File: src/rtl/gf_regfile_acc.sv
// gf_regfile_acc: GF(2^M) register file with a multi-cycle masked XOR
// accumulator. Each ACC cycle folds LANES entries into the running sum, so a
// full pass takes ceil(DEPTH/LANES) cycles regardless of the mask value.
// Optional feature macro: RF_ACC_WB_EN adds wb_en/wb_addr so that the result
// can be written back into the file on the same edge that updates acc_data.
module gf_regfile_acc #(
  parameter int M     = 8,
  parameter int DEPTH = 6,
  parameter int LANES = 2,
  localparam int AW   = (DEPTH > 1) ? $clog2(DEPTH) : 1
) (
  input  logic             clk,
  input  logic             rst_b,
  input  logic             wr_en,
  input  logic [AW-1:0]    wr_addr,
  input  logic [M-1:0]     wr_data,
  input  logic             rd_en,
  input  logic [AW-1:0]    rd_addr,
  output logic [M-1:0]     rd_data,
  output logic             rd_valid,
  input  logic             acc_start,
  input  logic [DEPTH-1:0] acc_mask,
  output logic             acc_busy,
  output logic             acc_done,
  output logic [M-1:0]     acc_data
`ifdef RF_ACC_WB_EN
  ,
  input  logic             wb_en,
  input  logic [AW-1:0]    wb_addr
`endif
);

  // Index wide enough to hold idx + LANES without wrapping.
  localparam int IW = $clog2(DEPTH + LANES) + 1;

  typedef enum logic [1:0] {
    S_IDLE = 2'd0,
    S_ACC  = 2'd1,
    S_DONE = 2'd2
  } state_t;

  state_t           state_q, state_d;
  logic [M-1:0]     mem_q [DEPTH];
  logic [M-1:0]     mem_d [DEPTH];
  logic [M-1:0]     rd_data_q, rd_data_d;
  logic             rd_valid_q, rd_valid_d;
  logic [M-1:0]     acc_q, acc_d;
  logic [M-1:0]     acc_data_q, acc_data_d;
  logic             acc_done_q, acc_done_d;
  logic             acc_busy_q, acc_busy_d;
  logic [IW-1:0]    idx_q, idx_d;
  logic [DEPTH-1:0] mask_q, mask_d;
  logic             wb_en_q, wb_en_d;
  logic [AW-1:0]    wb_addr_q, wb_addr_d;
  logic [M-1:0]     lane_x;
  logic [M-1:0]     acc_next;
  logic             wb_en_in;
  logic [AW-1:0]    wb_addr_in;

`ifdef RF_ACC_WB_EN
  assign wb_en_in   = wb_en;
  assign wb_addr_in = wb_addr;
`else
  assign wb_en_in   = 1'b0;
  assign wb_addr_in = '0;
`endif

  // Next-state logic: register file access, accumulator FSM and write-back.
  always_comb begin
    state_d    = state_q;
    mem_d      = mem_q;
    rd_data_d  = rd_data_q;
    rd_valid_d = rd_en;
    acc_d      = acc_q;
    acc_data_d = acc_data_q;
    acc_done_d = 1'b0;
    acc_busy_d = acc_busy_q;
    idx_d      = idx_q;
    mask_d     = mask_q;
    wb_en_d    = wb_en_q;
    wb_addr_d  = wb_addr_q;

    // XOR of the masked entries in the current group; positions past DEPTH
    // simply never match, so they contribute zero.
    lane_x = '0;
    for (int j = 0; j < DEPTH; j++) begin
      if ((IW'(j) >= idx_q) && (IW'(j) < (idx_q + IW'(LANES))) && mask_q[DEPTH-1-j]) begin
        lane_x = lane_x ^ mem_q[j];
      end else begin
        lane_x = lane_x;
      end
    end
    acc_next = acc_q ^ lane_x;

    // Reads sample the pre-write contents; out-of-range addresses return 0.
    if (rd_en) begin
      rd_data_d = '0;
      for (int j = 0; j < DEPTH; j++) begin
        if (rd_addr == AW'(j)) begin
          rd_data_d = mem_q[j];
        end else begin
          rd_data_d = rd_data_d;
        end
      end
    end else begin
      rd_data_d = rd_data_q;
    end

    case (state_q)
      S_IDLE: begin
        // External writes land only while idle, ahead of a same-cycle start.
        for (int j = 0; j < DEPTH; j++) begin
          if (wr_en && (wr_addr == AW'(j))) begin
            mem_d[j] = wr_data;
          end else begin
            mem_d[j] = mem_d[j];
          end
        end
        if (acc_start) begin
          state_d    = S_ACC;
          mask_d     = acc_mask;
          acc_d      = '0;
          idx_d      = '0;
          acc_busy_d = 1'b1;
          wb_en_d    = wb_en_in;
          wb_addr_d  = wb_addr_in;
        end else begin
          state_d    = S_IDLE;
        end
      end
      S_ACC: begin
        acc_d = acc_next;
        idx_d = idx_q + IW'(LANES);
        if ((idx_q + IW'(LANES)) >= IW'(DEPTH)) begin
          state_d    = S_DONE;
          acc_data_d = acc_next;
          acc_done_d = 1'b1;
          for (int j = 0; j < DEPTH; j++) begin
            if (wb_en_q && (wb_addr_q == AW'(j))) begin
              mem_d[j] = acc_next;
            end else begin
              mem_d[j] = mem_d[j];
            end
          end
        end else begin
          state_d = S_ACC;
        end
      end
      S_DONE: begin
        state_d    = S_IDLE;
        acc_busy_d = 1'b0;
      end
      default: begin
        state_d    = S_IDLE;
        acc_busy_d = 1'b0;
      end
    endcase
  end

  // State registers; async reset clears everything and aborts any pass.
  always_ff @(posedge clk or negedge rst_b) begin
    if (!rst_b) begin
      state_q <= S_IDLE;
      for (int j = 0; j < DEPTH; j++) begin
        mem_q[j] <= '0;
      end
      rd_data_q  <= '0;
      rd_valid_q <= 1'b0;
      acc_q      <= '0;
      acc_data_q <= '0;
      acc_done_q <= 1'b0;
      acc_busy_q <= 1'b0;
      idx_q      <= '0;
      mask_q     <= '0;
      wb_en_q    <= 1'b0;
      wb_addr_q  <= '0;
    end else begin
      state_q    <= state_d;
      mem_q      <= mem_d;
      rd_data_q  <= rd_data_d;
      rd_valid_q <= rd_valid_d;
      acc_q      <= acc_d;
      acc_data_q <= acc_data_d;
      acc_done_q <= acc_done_d;
      acc_busy_q <= acc_busy_d;
      idx_q      <= idx_d;
      mask_q     <= mask_d;
      wb_en_q    <= wb_en_d;
      wb_addr_q  <= wb_addr_d;
    end
  end

  assign rd_data  = rd_data_q;
  assign rd_valid = rd_valid_q;
  assign acc_busy = acc_busy_q;
  assign acc_done = acc_done_q;
  assign acc_data = acc_data_q;

endmodule

File: config.mk
export PLATFORM = sky130hd
export DESIGN_NAME = gf_regfile_acc
export DESIGN_NICKNAME = d
export VERILOG_FILES = /design/src/rtl/gf_regfile_acc.sv
export SDC_FILE = /design/constraint.sdc
export NUM_CORES = 1
export LEC_CHECK = 0
export ABC_AREA = 1
export CAP_MARGIN = 20
export CORE_UTILIZATION = 55
export DETAILED_ROUTE_END_ITERATION = 8
export GPL_TIMING_DRIVEN = 0
export PLACE_DENSITY = 0.77
export SLEW_MARGIN = 20
export SYNTH_ARGS = -nofsm -noshare
export SYNTH_HDL_FRONTEND = slang
export SYNTH_SLANG_ARGS = --single-unit
File: constraint.sdc
create_clock -name clk -period 6 [get_ports clk]
set_input_delay 1.5 -clock clk [delete_from_list [all_inputs] [get_ports clk]]
set_output_delay 1.5 -clock clk [all_outputs]
set_load 0.05 [all_outputs]
==> results.md, run 1 <==
- Outcome: completed
- IO Count: 44
- Fin. max-slew vios: 0
- Fin Setup TNS: 0 ns
- Startpoint Class: input port
- Largest family of logic cells by synthesized area: simple AND/OR/NAND/NOR gates
- Sw Share: 50.2%
- CTS tree: yes
- Pin count of the biggest net entering global routing: 61
- Count of final hold-check violations: 0
- Worst path arrival time: 3.43 ns
- Met2 WL: 6080 um
- H-tree depth: 3
- Row cnt: 33
- Post-synthesis compound-gate area fraction: 10.6%
- Setup Viol. Count Final: 0
- Slew @ Worst Pin: 0.932 ns
- Antenna diodes: 0
- Wire length on met3: 833 um
- Static leakage: 0.00282 uW
- Clock Skew: 0.00999 ns
- Setup Fix Bufs, Post-CTS: 0
- Port bufs: 43
- Adder-cell share of the synthesized area: 0.781%
- Mapped Cells: 674
- Vias in the first global route: 4516
- Synth Net Count: 702
- Vias per cell: 5.62
- Die Y: 95.5 um
- Sequential-to-total area share from yosys stat: 44.3%
- Unrepaired setup endpoints after global routing: no
- Non-filler cells, final: 839
- CTS buffer count: 9
- XOR/XNOR Fraction of Synth Area: 2.55%
- Peak supply drop: 0.234 mV
- Hold Buf Count CTS: 0
- RD Place Congestion: 0.919
- Area grow syn2layout: 16.0%
- WL/cell: 15.0 um
- Routed WL: 12600 um
- Placed cells: 823
- First-pass GRT wire length: 20600 um
- GRT Util Overall: 30.1%
- Clock slew at reported path FFs: 0.10 ns
- Worst reg-to-reg path cell count: 18
- Logic pwr share: 51.8%
- WL met1: 5240 um
- Clock network power share: 13.1%
- Initial antenna violation count: 0
- Switching power of the nets: 1490 uW
- Fraction of layout cells with a size suffix above 1: 5.86%
- Final net count: 757
- DR vias: 4713
- FF-to-FF End: acc_data[2]
- Worst setup startpoint: rd_addr[2]
- Die area: 9110 um2
- Slew Limit Headroom: 37.4%
- Die X: 95.5 um
- Critical path type: input port to flop
- Grt total ovfl: 0
- Final HPWL DP: 9800 um
- Clock Sinks: 85
- Syn Area/Cell: 7.13 um2
- Mux cell area share after synthesis: 1.17%
- Clk root buf: clkbuf_8
- Post-synthesis instance area: 4800 um2
- Flop pwr share: 35.2%
- Synth warn: 0
- Worst reg-to-reg setup slack: 3.46 ns
- Worst r2r src: idx_q[1]
- DR iter-0 viols: 291
- Crit Path Max Fanout: 7
- Fillers: 742
- CP Capture Point: rd_data[1]
- Period minus WS final: 3.14 ns
- CP required: 6.29 ns
- Cts repair resizes: 0
- Clk Latency, worst-skew pair: 0.37 ns
- Yosys cell types: 27
- Fin crit share: 52.3%
- Internal power: 1480 uW
- Core area: 8340 um2
- Final ANT Viol Nets: 0
- CP Capture Type: flop
- PD cells: 531 nW/um2
- Worst min path class: flop to flop
- DR top layer: met4
- Remaining DRCs: 0
- #FFs+latches synth: 85
- Max_cap viols: 0
- Max Buffers Root-to-Sink: 2
- Drt pass-1 iters: 6
- Initial Util: 57.6%
- Fmax: 318 MHz
- Post-synthesis simple-gate area fraction: 32.7%
## kinds of logic after synthesis
group | count (synthesis)
AO/OA/AOI/OAI | 94
multiplexers | 5
AND/OR/NAND/NOR | 374
adder cells (fa/ha/maj) | 3
buffers and inverters | 99
flip-flops | 85
XOR/XNOR | 14
## worst min-delay path by stage
stage | startpoint | endpoint | slack, ns | cells past startpoint
3_3_place_gp | acc_data[0] | acc_data[0] | 0.46 | 2
2_1_floorplan | mem_q[12] | mem_q[12] | 0.45 | 2
5_1_grt | rd_data[5] | rd_data[5] | 0.51 | 2
3_5_place_dp | rd_data[2] | rd_data[2] | 0.46 | 2
4_1_cts | rd_data[2] | rd_data[2] | 0.49 | 2
6_report | acc_data[3] | acc_data[3] | 0.49 | 2
## power groups by stage
stage	Clock [uW]	Combinational (uW)	Sequential (uW)
after floorplan	0	963	1140
after global placement	0	1460	1040
after detailed placement	0	1520	1050
after CTS	393	1520	1040
after global routing	415	1720	1070
final	387	1530	1040
## layer usage
metal | track usage [%] | vias to the layer above
met5 | 0 | -
met2 | 50.7 | 178
met1 | 37.8 | 2219
li1 | - | 2280
met3 | 5.26 | 36
met4 | 13.6 | 0
## flip-flops by register name (all words and copies together) (netlist names)
register	count
state_q	1
idx_q	3
acc_busy	1
acc_data	8
rd_data	8
acc_done	1
rd_valid	1
mem_q	48
acc_q	8
mask_q	6
## critical path, cell delays in order
cell,delay (ns)
clkdlybuf4s50_1,0.52
inv_1,0.08
nor3_1,0.75
inv_1,0.20
nor2_1,0.15
nor4_1,0.08
o21ai_0,0.15
## cells in the final DEF (no fill, tap or decap), drive strengths merged
master,n
nand2,259
dfrtp,85
inv,85
o21ai,68
nor2,45
clkdlybuf4s50,42
nand3,38
nand4,29
clkbuf,18
xor2,12
o22ai,11
a21oi,9
buf,8
o2111ai,5
mux2,5
ha,3
clkinvlp,3
clkinv,3
nor4,2
xnor2,2
nor3,1
o21bai,1
## synth_stat cells, drive strengths merged
cell type,count,area share [%]
o21ai,68,7.1
nor2,45,4.0
o21bai,1,0.16
mux2,5,1.2
xor2,12,2.2
dfrtp,85,44
inv,83,6.5
xnor2,2,0.36
nand3,38,4.3
o22ai,11,1.4
clkinv,1,0.078
buf,6,0.63
ha,3,0.78
clkbuf,9,0.70
a21oi,9,1.0
nand2,259,20
o2111ai,5,0.91
nor4,2,0.26
nor3,1,0.10
nand4,29,3.8
## metrics by stage
| step | hold slack (ns) | instance area (um2) | utilization (%) | total power (uW) | worst slack [ns] |
|---|---|---|---|---|---|
| finish | 0.485 | 5570 | 66.8 | 2960 | 2.86 |
| global route | 0.506 | 5570 | 66.8 | 3210 | 2.69 |
| CTS | 0.488 | 5570 | 66.8 | 2950 | 2.89 |
| detailed placement | 0.464 | 5390 | 64.6 | 2570 | 2.50 |
| global placement | 0.463 | 5370 | 64.3 | 2500 | 0.467 |
| floorplan | 0.453 | 4800 | - | 2100 | 3.55 |
## layout make-up
class                      count  area, um2  area share [%]
tap                          105        131            2.36
multi-input combinational    490       2300            41.2
buffer                        15       63.8            1.14
clock inverter                 7       58.8            1.05
sequential                    85       2130            38.2
timing repair buffer          44        455            8.17
inverter                      84        315            5.66
clock buffer                   9        124            2.22
(Power assumes the default switching activity.)
==> run 2, diff against run 1 <==
clock period = 3.1 ns   (was 6 ns; I/O delays follow)
==> results of run 2 <==
The final DEF is identical to that of run 1. Status: completed.
Among the figures that moved: setup slack after placement 2.50 ns -> 0.326 ns; setup slack after layout 2.86 ns -> 0.555 ns; hold slack 0.485 ns -> 0.306 ns; start point of the critical path rd_addr[2] -> idx_q[1]; end point of the critical path rd_data[1] -> acc_data[2]; register-to-register setup slack 3.46 ns -> 0.56 ns; total power 2960 uW -> 5730 uW; worst IR drop on VDD 0.234 mV -> 0.452 mV
